$ cat src/rtl/nonce_issuer.sv
// Head-end nonce source: loads a start word and count, issues one m04 word
// per cycle, halts on found, and pulses exhausted after the pipe drains.
//
// Ports:
//   clk        rising-edge clock
//   rst        asynchronous active-high reset
//   valid      new-work strobe, samples workM04/workCnt
//   found      nonce-found strobe from the pipe tail
//   stall      suppress issue this cycle
//   workM04    starting m04 word (64)
//   workCnt    number of words to issue (32)
//   vldOut     valid to first pipe stage
//   m04Out     m04 word to first pipe stage (64)
//   busy       high while running or draining
//   exhausted  one-cycle pulse: range issued and drained, no find
//   issued     words issued since last valid (32, saturating)
module nonce_issuer #(
  parameter logic [63:0] STEP       = 64'd1,
  parameter int unsigned PIPE_DEPTH = 80
) (
  input  logic        clk,
  input  logic        rst,
  input  logic        valid,
  input  logic        found,
  input  logic        stall,
  input  logic [63:0] workM04,
  input  logic [31:0] workCnt,
  output logic        vldOut,
  output logic [63:0] m04Out,
  output logic        busy,
  output logic        exhausted,
  output logic [31:0] issued
);

  localparam logic [31:0] DRAIN_INIT = 32'(PIPE_DEPTH);

  typedef enum logic [1:0] {
    S_IDLE,
    S_RUN,
    S_DRAIN,
    S_HALT
  } state_t;

  state_t      r_state;
  logic [63:0] r_nonce;
  logic [31:0] r_remaining;
  logic [31:0] r_drain;
  logic        r_vld;
  logic [63:0] r_m04;
  logic        r_busy;
  logic        r_exh;
  logic [31:0] r_issued;

  logic w_active;
  assign w_active = (r_state == S_RUN) || (r_state == S_DRAIN);

  always_ff @(posedge clk or posedge rst) begin
    if (rst) begin
      r_state     <= S_IDLE;
      r_nonce     <= '0;
      r_remaining <= '0;
      r_drain     <= '0;
      r_vld       <= 1'b0;
      r_m04       <= '0;
      r_busy      <= 1'b0;
      r_exh       <= 1'b0;
      r_issued    <= '0;
    end else begin
      r_exh <= 1'b0;
      if (valid) begin
        // new work wins over everything, including a same-cycle found
        r_nonce     <= workM04;
        r_remaining <= workCnt;
        r_issued    <= '0;
        r_vld       <= 1'b0;
        if (workCnt == 32'd0) begin
          r_state <= S_IDLE;
          r_busy  <= 1'b0;
          r_exh   <= 1'b1;
        end else begin
          r_state <= S_RUN;
          r_busy  <= 1'b1;
        end
      end else if (found && w_active) begin
        r_state <= S_HALT;
        r_vld   <= 1'b0;
        r_busy  <= 1'b0;
      end else begin
        unique case (r_state)
          S_RUN: begin
            if (!stall) begin
              r_vld       <= 1'b1;
              r_m04       <= r_nonce;
              r_nonce     <= r_nonce + STEP;
              r_remaining <= r_remaining - 32'd1;
              if (r_issued != '1) begin
                r_issued <= r_issued + 32'd1;
              end
              if (r_remaining == 32'd1) begin
                r_state <= S_DRAIN;
                r_drain <= DRAIN_INIT;
              end
            end else begin
              r_vld <= 1'b0;
            end
          end
          S_DRAIN: begin
            // drain ignores stall: in-flight words leave regardless
            r_vld <= 1'b0;
            if (r_drain == 32'd0) begin
              r_exh   <= 1'b1;
              r_state <= S_IDLE;
              r_busy  <= 1'b0;
            end else begin
              r_drain <= r_drain - 32'd1;
            end
          end
          default: begin
            r_vld <= 1'b0;
          end
        endcase
      end
    end
  end

  assign vldOut    = r_vld;
  assign m04Out    = r_m04;
  assign busy      = r_busy;
  assign exhausted = r_exh;
  assign issued    = r_issued;

endmodule

$ cat config.mk
export PLATFORM = sky130hd
export DESIGN_NAME = nonce_issuer
export DESIGN_NICKNAME = d
export VERILOG_FILES = /design/src/rtl/nonce_issuer.sv
export SDC_FILE = /design/constraint.sdc
export NUM_CORES = 1
export LEC_CHECK = 0
export ABC_AREA = 1
export ABC_CLOCK_PERIOD_IN_PS = 7300
export CORE_ASPECT_RATIO = 0.7
export CORE_UTILIZATION = 50
export CTS_CLUSTER_DIAMETER = 80
export DETAILED_ROUTE_END_ITERATION = 10
export PLACE_DENSITY = 0.76
export REMOVE_ABC_BUFFERS = 1
export SLEW_MARGIN = 10
export SYNTH_ARGS = -nofsm -noshare
export SYNTH_HDL_FRONTEND = slang
export SYNTH_SLANG_ARGS = --single-unit
$ cat constraint.sdc
create_clock -name clk -period 7.3 [get_ports clk]
set_input_delay 1.46 -clock clk [delete_from_list [all_inputs] [get_ports clk]]
set_output_delay 1.46 -clock clk [all_outputs]
set_load 0.1 [all_outputs]
==> results_dict.tcl <==
set metrics [dict create \
    wl_um 48420 \
    synth.cell_area_um2 14950 \
    hold_violations 0 \
    timing.max_slew.rel_slack_pct 28.13 \
    critical_path_required_ns 7.69 \
    global_route_wire_length_before_repair_um 76130 \
    coreArea_um2 29150 \
    post_route_cells_drive_above_1_share_pct 4.771 \
    cap_violations 0 \
    post-route-cell-area_um2 17950 \
    grt_antenna_before_repair 1 \
    die-width_um 208.6 \
    grt_max_degree 152 \
    htree_num_levels 1 \
    synthToLayoutAreaGrowth_pct 20.11 \
    end_kind "flip-flop" \
    design_power_total_mw 7.091 \
    holdCritPathClass "flip-flop to flip-flop" \
    cp_cell_sequence "buf_2, buf_4, nor2_1, nand2_4, clkinv_1, nand3_1, o221ai_1" \
    clkTransAtPathRegs_ns 0.07 \
    outcome "complete, no violations" \
    critical_path_peak_fanout 68 \
    clock_tree.buffer_depth 3 \
    post-cts-setup-buffers 0 \
    global_route.usage.total_pct 31.26 \
    final_cell_count_no_fill 2873 \
    die_area_um2 30600 \
    ys.flop_type "dfrtp_1" \
    skew_ns 0.01918 \
    r2r_slack_ns 4.03 \
    critical_path.slowest_cell "clkinv_1" \
    library_cell_used_as_clock_root_buffer "clkbuf_16" \
    num_ports 200 \
    synth.yosys.warnings 0 \
    power-per-cell-area_nw_per_um2 395.0 \
    gr-max-usage-layer "met1" \
    vdd_ir_drop_max_mv 0.2854 \
    detail_route.vias_per_cell 5.413 \
    detail_route.iter0.violations 1538 \
    cell_count_of_the_worst_hold_path 2 \
    critical_path_launch_point_type "input pin" \
    dr_total_vias 15550 \
    grt_setup_unrepaired "no" \
    finalSetupViolCount 0 \
    number_of_enable_flip_flop_cells_after_synthesis 0 \
    grt_pass1_vias 14190 \
    min_period_ns 4.074 \
    regToRegEndpoint "r_remaining[4]" \
    timing.reg2reg.worst_path_depth 8 \
    fp.dieH_um 146.7 \
    route.antenna.remaining_nets 0 \
    synthDistinctLibCells 44 \
    overflow 0 \
    avgSynthCellArea_um2 6.456 \
    quantity_of_hold_fixing_buffers_added_after_cts 0 \
    number_of_pins_with_negative_max_slew_slack_in_the_final_report 0 \
    gp_routability_congestion 0.9795 \
    synth_cells 2315 \
    fin_nets 2587 \
    seq_area_frac_synth_pct 38.34 \
    timing_worst_slew_pin_value_ns 1.076 \
    p_leak_nw 8.544 \
    proportion_of_register_bits_with_asynchronous_set_or_reset_after_synthesis_pct 100.0 \
    detail_route.first_pass.iterations 5 \
    grt_use_met3_pct 6.754 \
    fin_crit_sh_pct 55.81 \
    max_freq_mhz 245.5 \
    totalNegativeSetupSlack_ns 0 \
    globalRouteMet1Util_pct 46.47 \
    clock_latency_ns 0.55 \
    port_buffers 199 \
    setup.worst_path.class "input pin to flip-flop" \
    detail_route.wl_per_cell_um 16.85 \
    tritoncts "done" \
    dp.cells 2830 \
    placed_area_um2 17120 \
    post_cts.resized_instances 0 \
    detailed_place_hpwl_um 35650 \
    initial_core_util_pct 51.27 \
    holdCritStartpoint "m04Out[45]" \
    grt_util_met2_pct 46.22 \
    critical_path_arrival_ns 4.47 \
    route.detailed.drc 0 \
    holdPathEnd "m04Out[45]" \
    delay_of_the_slowest_cell_on_the_worst_path_ns 1.00 \
    postSynthRegisterBits 229 \
    worstReg2RegStart "r_state[0]" \
    num_rows 52 \
    cts.sink_count 229 \
    numCtsBuffers 25 \
]
[worst max-delay path: cells and delay by family]
kind	cells	cell delay [ns]
buffers and inverters	3	1.68
and+or+nand+nor	3	1.14
AOI/OAI and AO/OA	1	0.13
[metal layers]
metal	wire (um)	share of wire, %	vias up
met5	0	0	-
met4	997	2.1	0
met3	4470	9.2	62
met2	20490	42	596
met1	22470	46	7312
li1	-	-	7581
[metrics by stage]
step,hold WS (ns),worst slack (ns),utilization [%]
floorplan,0.4588,-0.4362,-
global placement,0.4694,2.817,58.73
detailed placement,0.4727,2.659,58.73
CTS,0.4890,3.248,61.58
global route,0.5099,2.973,61.59
finish,0.4857,3.226,61.59
[final cells by class]
cell class              instances  area (um2)
fillers                      2795       11200
multi-input cells            1787        7981
flip-flops and latches        229        5731
repair buffers                208        2067
inverters                     228       865.8
clock buffers                  34       709.4
well taps                     378       473.0
clock inverters                 8       121.4
diodes                          1       2.502
[flip-flops by register name, summed over array words and instances (netlist names)]
name	cells
m04Out	64
r_state	2
busy	1
r_remaining	32
issued	32
r_drain	32
r_nonce	64
exhausted	1
vldOut	1
[Yosys cell counts (2+ instances only)]
cell type,instances,area (um2)
a21oi_1,37,185.2
and2_1,2,12.51
buf_1,9,33.78
buf_12,3,60.06
buf_2,13,65.06
buf_6,4,45.04
buf_8,2,30.03
clkbuf_1,39,146.4
clkinv_1,2,7.510
dfrtp_1,229,5731
ha_1,7,87.58
inv_1,222,833.3
inv_2,4,15.01
nand2_1,814,3055
nand2_2,21,131.4
nand2_4,2,22.52
nand3_1,167,835.8
nand4_1,33,206.5
nor2_1,434,1629
nor2_2,8,50.05
nor2_4,3,33.78
nor3_1,27,135.1
nor3_2,2,20.02
nor4_1,2,12.51
o211ai_1,12,90.09
o21ai_0,97,485.5
o21ai_1,11,55.05
o21ai_2,21,183.9
o21bai_1,8,60.06
o22ai_1,12,75.07
o311ai_0,4,35.03
or2_2,3,18.77
xnor2_1,11,96.34
xor2_1,40,350.3
[placed cells by master (no fill, tap or decap), types with 5 or more instances in the layout]
| master | n |
|---|---|
| nand4_1 | 33 |
| nor2_1 | 434 |
| o21ai_1 | 11 |
| clkbuf_16 | 25 |
| inv_1 | 221 |
| o211ai_1 | 12 |
| xor2_1 | 40 |
| nand2_1 | 813 |
| o21ai_2 | 21 |
| a21oi_1 | 37 |
| o21bai_1 | 8 |
| ha_1 | 7 |
| nand2_2 | 21 |
| dfrtp_1 | 229 |
| buf_4 | 8 |
| xnor2_1 | 11 |
| nor3_1 | 27 |
| o21ai_0 | 97 |
| nor2_2 | 8 |
| o22ai_1 | 12 |
| nand3_1 | 167 |
| clkbuf_8 | 5 |
| clkdlybuf4s50_1 | 198 |
[logic make-up after synthesis]
family | after synthesis | synth area share (%)
compound gates | 206 | 8.037
buf+inv | 299 | 8.305
fa+ha+maj | 7 | 0.5860
flops | 229 | 38.34
simple gates | 1523 | 41.74
xor+xnor | 51 | 2.989
[worst max path at each step]
| stage | from | end | slack [ns] | cells after the start |
|---|---|---|---|---|
| detailed placement | valid | r_remaining[4] | 2.66 | 7 |
| global placement | valid | r_remaining[4] | 2.82 | 7 |
| finish | valid | r_remaining[4] | 3.23 | 7 |
| global route | valid | r_remaining[4] | 2.97 | 7 |
| CTS | valid | r_remaining[4] | 3.25 | 7 |
| floorplan | rst | busy | -0.44 | 1 |
[report_power, final]
part / internal (mW) / switching (mW)
Sequential: 1.64 / 0.411
Combinational: 0.958 / 2.75
Clock: 0.781 / 0.547
Total: 3.38 / 3.71
Power figures use the tool's default switching activity.
